File: config.mk
export PLATFORM = sky130hd
export DESIGN_NAME = ex_div_ctrl
export DESIGN_NICKNAME = d
export VERILOG_FILES = /design/src/rtl/ex_pkg.sv /design/src/rtl/div_step.sv /design/src/rtl/ex_div_ctrl.sv
export SDC_FILE = /design/constraint.sdc
export NUM_CORES = 1
export LEC_CHECK = 0
export CORE_MARGIN = 2
export CORE_UTILIZATION = 29
export CTS_CLUSTER_DIAMETER = 60
export DETAILED_ROUTE_END_ITERATION = 8
export SLEW_MARGIN = 30
export SYNTH_ARGS = -nofsm -noshare
export SYNTH_HDL_FRONTEND = slang
export SYNTH_SLANG_ARGS = --single-unit
File: constraint.sdc
create_clock -name clk -period 5.6 [get_ports clk]
set_input_delay 1.4 -clock clk [delete_from_list [all_inputs] [get_ports clk]]
set_output_delay 1.4 -clock clk [all_outputs]
set_load 0.01 [all_outputs]
File: src/rtl/ex_pkg.sv
// Shared EX-stage definitions: divider state encoding, datapath width and
// the aluop codes that route DIV/DIVU to the divide sequencer.
package ex_pkg;

  localparam int EX_WIDTH = 32;

  // Divide sequencer states
  typedef enum logic [1:0] {
    DIV_IDLE    = 2'd0,
    DIV_DIVZERO = 2'd1,
    DIV_ON      = 2'd2,
    DIV_END     = 2'd3
  } div_state_e;

  // aluop codes
  localparam logic [7:0] ALUOP_OR   = 8'b00100101;
  localparam logic [7:0] ALUOP_DIV  = 8'b00011010;
  localparam logic [7:0] ALUOP_DIVU = 8'b00011011;

  // True when an aluop needs the divide sequencer
  function automatic logic is_div_op(input logic [7:0] aluop);
    return (aluop == ALUOP_DIV) || (aluop == ALUOP_DIVU);
  endfunction

endpackage

File: src/rtl/div_step.sv
// One iteration of radix-2 restoring division: shift the partial remainder
// left, bring in the next dividend bit, and keep the difference against the
// divisor only when it does not go negative.
module div_step #(
  parameter int WIDTH = 32
) (
  input  logic [WIDTH-1:0] rem_i,
  input  logic             bit_i,
  input  logic [WIDTH-1:0] dvs_i,
  output logic [WIDTH-1:0] rem_o,
  output logic             q_o
);

  logic [WIDTH:0] sh;
  logic [WIDTH:0] dvs_ext;

  // Trial subtract over WIDTH+1 bits; a remainder below the divisor always
  // fits back into WIDTH bits, whichever branch is taken.
  always_comb begin
    sh      = {rem_i, bit_i};
    dvs_ext = {1'b0, dvs_i};
    q_o     = (sh >= dvs_ext);
    rem_o   = q_o ? WIDTH'(sh - dvs_ext) : sh[WIDTH-1:0];
  end

endmodule

File: src/rtl/ex_div_ctrl.sv
// Multi-cycle DIV/DIVU sequencer beside EX. Stalls the pipe while a divide
// runs and returns {remainder, quotient} for the HI/LO write path.
// Optional macro EX_DIV_EARLY_OUT_EN: finish immediately when |dividend| <
// |divisor| (quotient 0, remainder = dividend).
module ex_div_ctrl
  import ex_pkg::*;
#(
  parameter int WIDTH = EX_WIDTH,
  parameter int CNT_W = 6
) (
  input  logic               clk,
  input  logic               rst,
  input  logic               start,
  input  logic               signed_op,
  input  logic [WIDTH-1:0]   opv1,
  input  logic [WIDTH-1:0]   opv2,
  input  logic               cancel,
  output logic               stall_req,
  output logic               ready,
  output logic [2*WIDTH-1:0] result
);

  div_state_e           state_q, state_d;
  logic [CNT_W-1:0]     cnt_q, cnt_d;
  logic [WIDTH-1:0]     dvd_q, dvd_d;   // dividend magnitude, quotient shifts in at LSB
  logic [WIDTH-1:0]     dvs_q, dvs_d;   // divisor magnitude
  logic [WIDTH-1:0]     rem_q, rem_d;   // partial remainder
  logic                 neg1_q, neg1_d, neg2_q, neg2_d, sgn_q, sgn_d;
  logic                 ready_q, ready_d;
  logic [2*WIDTH-1:0]   result_q, result_d;

  logic [WIDTH-1:0]     mag1, mag2;
  logic [WIDTH-1:0]     step_rem, quo_next, q_fix, r_fix;
  logic                 step_q;

  div_step #(.WIDTH(WIDTH)) u_step (
    .rem_i (rem_q),
    .bit_i (dvd_q[WIDTH-1]),
    .dvs_i (dvs_q),
    .rem_o (step_rem),
    .q_o   (step_q)
  );

  // Operand magnitudes and sign-corrected final result of the current step
  always_comb begin
    mag1     = (signed_op && opv1[WIDTH-1]) ? -opv1 : opv1;
    mag2     = (signed_op && opv2[WIDTH-1]) ? -opv2 : opv2;
    quo_next = {dvd_q[WIDTH-2:0], step_q};
    q_fix    = (sgn_q && (neg1_q ^ neg2_q)) ? -quo_next : quo_next;
    r_fix    = (sgn_q && neg1_q) ? -step_rem : step_rem;
  end

  // Next-state, datapath updates and stall request
  always_comb begin
    state_d   = state_q;
    cnt_d     = cnt_q;
    dvd_d     = dvd_q;
    dvs_d     = dvs_q;
    rem_d     = rem_q;
    neg1_d    = neg1_q;
    neg2_d    = neg2_q;
    sgn_d     = sgn_q;
    result_d  = result_q;
    stall_req = start && !cancel && (state_q != DIV_END);

    case (state_q)
      DIV_IDLE: begin
        if (start && !cancel) begin
          if (opv2 == '0) begin
            state_d = DIV_DIVZERO;
          end else begin
`ifdef EX_DIV_EARLY_OUT_EN
            if (mag1 < mag2) begin
              state_d  = DIV_END;
              result_d = {opv1, {WIDTH{1'b0}}};
            end else begin
`endif
              state_d = DIV_ON;
              dvd_d   = mag1;
              dvs_d   = mag2;
              rem_d   = '0;
              neg1_d  = opv1[WIDTH-1];
              neg2_d  = opv2[WIDTH-1];
              sgn_d   = signed_op;
              cnt_d   = '0;
`ifdef EX_DIV_EARLY_OUT_EN
            end
`endif
          end
        end
      end
      DIV_DIVZERO: begin
        state_d  = DIV_END;
        result_d = '0;
      end
      DIV_ON: begin
        dvd_d = quo_next;
        rem_d = step_rem;
        cnt_d = cnt_q + 1'b1;
        if (cnt_q == CNT_W'(WIDTH-1)) begin
          state_d  = DIV_END;
          result_d = {r_fix, q_fix};
        end
      end
      DIV_END: begin
        if (!start) state_d = DIV_IDLE;
      end
      default: state_d = DIV_IDLE;
    endcase

    // Flush wins over everything, including a start in the same cycle
    if (cancel) begin
      state_d  = DIV_IDLE;
      result_d = result_q;
    end

    ready_d = (state_d == DIV_END);
  end

  // State and datapath registers
  always_ff @(posedge clk or posedge rst) begin
    if (rst) begin
      state_q  <= DIV_IDLE;
      cnt_q    <= '0;
      dvd_q    <= '0;
      dvs_q    <= '0;
      rem_q    <= '0;
      neg1_q   <= 1'b0;
      neg2_q   <= 1'b0;
      sgn_q    <= 1'b0;
      ready_q  <= 1'b0;
      result_q <= '0;
    end else begin
      state_q  <= state_d;
      cnt_q    <= cnt_d;
      dvd_q    <= dvd_d;
      dvs_q    <= dvs_d;
      rem_q    <= rem_d;
      neg1_q   <= neg1_d;
      neg2_q   <= neg2_d;
      sgn_q    <= sgn_d;
      ready_q  <= ready_d;
      result_q <= result_d;
    end
  end

  assign ready  = ready_q;
  assign result = result_q;

endmodule

==> reports/metrics.csv <==
metric,value,unit
synth_flop_cell,dfrtp_1,
antenna_found_initial,1,
yosys.area.top_type,dfrtp_1,
crit_path_end_kind,flip-flop,
postCtsSetupBuffers,0,
ys_async_sr_fraction,100,%
synth_top_area_share,35.6,%
place.gp.congestion,0.870,
cap_viol_max_count,0,
powerDensity,420,nW/um^2
cts_made_buffers,17,
antenna_left,0,
ir_drop,0.209,mV
vias,11073,
dieArea,43300,um^2
rsz0062_at_grt,no,
die_h,208,um
drt_first_pass_iters,8,
htreeDepth,4,
ys_ff_latch,172,
globalRouteOverflowTotal,0,
period_needed,5.35,ns
coreArea,41000,um^2
cts_tree,yes,
clock.fmax,187,MHz
crit_type,flip-flop to flip-flop,
drv_slew,0,
tightest_slew,0.751,ns
avgViaCountPerCell,5.21,
finalPower,0.00615,W
grt_pass1_wl,58800,um
drtIter0Drc,938,
layout.nets,1691,
clkTransAtPathRegs,0.08,ns
routedWlPerCell,17.3,um
synth.area.top_cells,"dfrtp_1 (36%), nand2_1 (7.6%), o21ai_0 (7.0%)",
start_util,29.5,%
numClockSinks,172,
finClkSkew,0.0192,ns
synth_nets,1600,
rows,74,
place_inst,2091,
grt.total_usage,16.9,%
fin_cells,2125,
finalSetupViolations,0,
grt_pass1_vias,10653,
hold_viol,0,
status,"finished, final reports clean",
wl,36900,um
min_path_type,flip-flop to flip-flop,
crit_fanout,7,
nFillCells,4175,
holdWs,0.480,ns
dpl.hpwl,27700,um
final_core_util,35.7,%
crit_arrival,5.72,ns
syn_to_final_growth,21.2,%
cts.path.max_buffers,2,
yosys_warnings,0,
yosysUniqueCellTypes,74,
num_io_pins,135,
p_leak,6.02,nW
die_width,208,um
layout-drive-gt1-share,5.97,%
finalCritPeriodShare,95.5,%
root_buffer,clkbuf_16,
port_buffers,134,
synthCells,1488,
relSlewSlack,50.0,%
synthesis.area,12100,um^2
syn_avg_cell_area,8.12,um^2
drc,0,
final.setup.tns,0,ns
clkLatencyLatePin,0.45,ns
synth_edf_count,0,
seq_area_frac_synth,35.6,%
grt_max_degree,81,
required,5.97,ns
critPathLaunchType,flip-flop,
==> cells by family after synthesis <==
family,synth area share (%)
mux,2.29
xor+xnor,10.9
flops,35.6
buf+inv,4.66
simple gates,19.5
fa+ha+maj,4.52
compound gates,22.5
==> synthesized netlist by cell type, types with 6 or more instances <==
library cell,instances
nor3_1,29
o21ai_0,168
nor2_1,102
dfrtp_1,172
or3_1,20
a211oi_1,6
mux2i_1,22
a21o_1,19
buf_1,6
nand2_1,246
or4_1,11
o41ai_1,9
a21oi_1,102
o21ai_1,24
nor2b_1,7
nand3_1,18
inv_1,55
nor4_1,16
and2_1,9
xor2_1,88
nand4_1,13
a31oi_1,11
clkbuf_1,58
buf_2,21
nand2b_1,9
ha_1,42
xnor2_1,62
o31ai_1,50
==> layout make-up <==
type	count	area, um^2	share of cell area (%)
multi-input cells	1175	7260	49.6
flip-flops and latches	172	4300	29.4
repair buffers	158	1570	10.7
well taps	532	666	4.54
clock buffers	17	425	2.90
clock inverters	15	213	1.45
inverters	55	210	1.44
diodes	1	2.50	0.0171
==> where the power goes <==
part,switching (W),internal [W],total (W)
clock,0.000627,0.000653,0.00128
sequential,0.000241,0.00150,0.00174
combinational,0.00202,0.00112,0.00313
total,0.00288,0.00327,0.00615
==> per-layer routing <==
layer	up-vias	track usage, %	wire length, um	share of wire [%]
li1	5415	-	-	-
met1	5370	22.5	16900	46
met2	238	28.0	17600	48
met3	50	2.25	1310	3.5
met4	0	5.98	1040	2.8
met5	-	0	0	0
==> worst max-delay path, cell delays in order (launching register included) <==
cell and delay (ns):
dfrtp_1 0.46, ha_1 0.42, a21o_1 0.24, a21oi_2 0.22, a21oi_2 0.13, o21a_1 0.24
o2111ai_2 0.21, nand2_2 0.13, inv_1 0.11, mux2i_1 0.26, ha_1 0.24, nand2_2 0.06
or4_4 0.50, or4b_4 0.54, o41ai_4 0.38, o2111ai_2 0.28, nor4_4 0.41, a21oi_1 0.14
xor2_1 0.18, o21ai_1 0.12
==> through the flow <==
stage | instance area, um^2 | setup slack (ns)
2_1_floorplan | 12100 | 0.0199
3_3_place_gp | 14000 | 0.406
3_5_place_dp | 14000 | 0.315
4_1_cts | 14600 | 0.220
5_1_grt | 14600 | 0.00553
6_report | 14600 | 0.254
==> path summary, 6_finish.rpt <==
kind	start	slack, ns	depth (start not counted)	endpoint
min in group asynchronous	rst	1.34	2	dvd_q[5]$_DFFE_PP0P_
worst min register to register	result[45]$_DFFE_PP0P_	0.48	2	result[45]$_DFFE_PP0P_
worst max-delay path	rem_q[2]$_DFFE_PP0P_	0.25	19	result[58]$_DFFE_PP0P_
worst min-delay path	result[45]$_DFFE_PP0P_	0.48	2	result[45]$_DFFE_PP0P_
worst max register to register	rem_q[2]$_DFFE_PP0P_	0.25	19	result[58]$_DFFE_PP0P_
max in group asynchronous	rst	3.39	3	dvs_q[10]$_DFFE_PP0P_
==> layout by cell type, fill, tap and decap left out, drive strengths merged, types with 13 or more instances in the layout <==
cell,instances
buf,24
nor2,102
nand2,247
ha,42
a21oi,105
a21o,19
dfrtp,172
clkdlybuf4s50,134
nor4,19
nand4,13
nand3,18
inv,60
o31ai,50
xor2,88
nor3,30
or3,21
mux2i,22
clkbuf,17
o21ai,192
xnor2,62
==> flip-flops by register name, summed over array words and instances (netlist names) <==
| signal | cells |
|---|---|
| result | 64 |
| dvd_q | 32 |
| dvs_q | 32 |
| rem_q | 32 |
| cnt_q | 6 |
| state_q | 2 |
| neg1_q | 1 |
| neg2_q | 1 |
| ready | 1 |
| sgn_q | 1 |
==> what timing repair did <==
action,4_1_cts,5_1_grt
gates resized for setup,0,3
hold buffers,0,0
setup endpoints to repair,0,5
No activity file was read; power rests on OpenSTA's default activity.
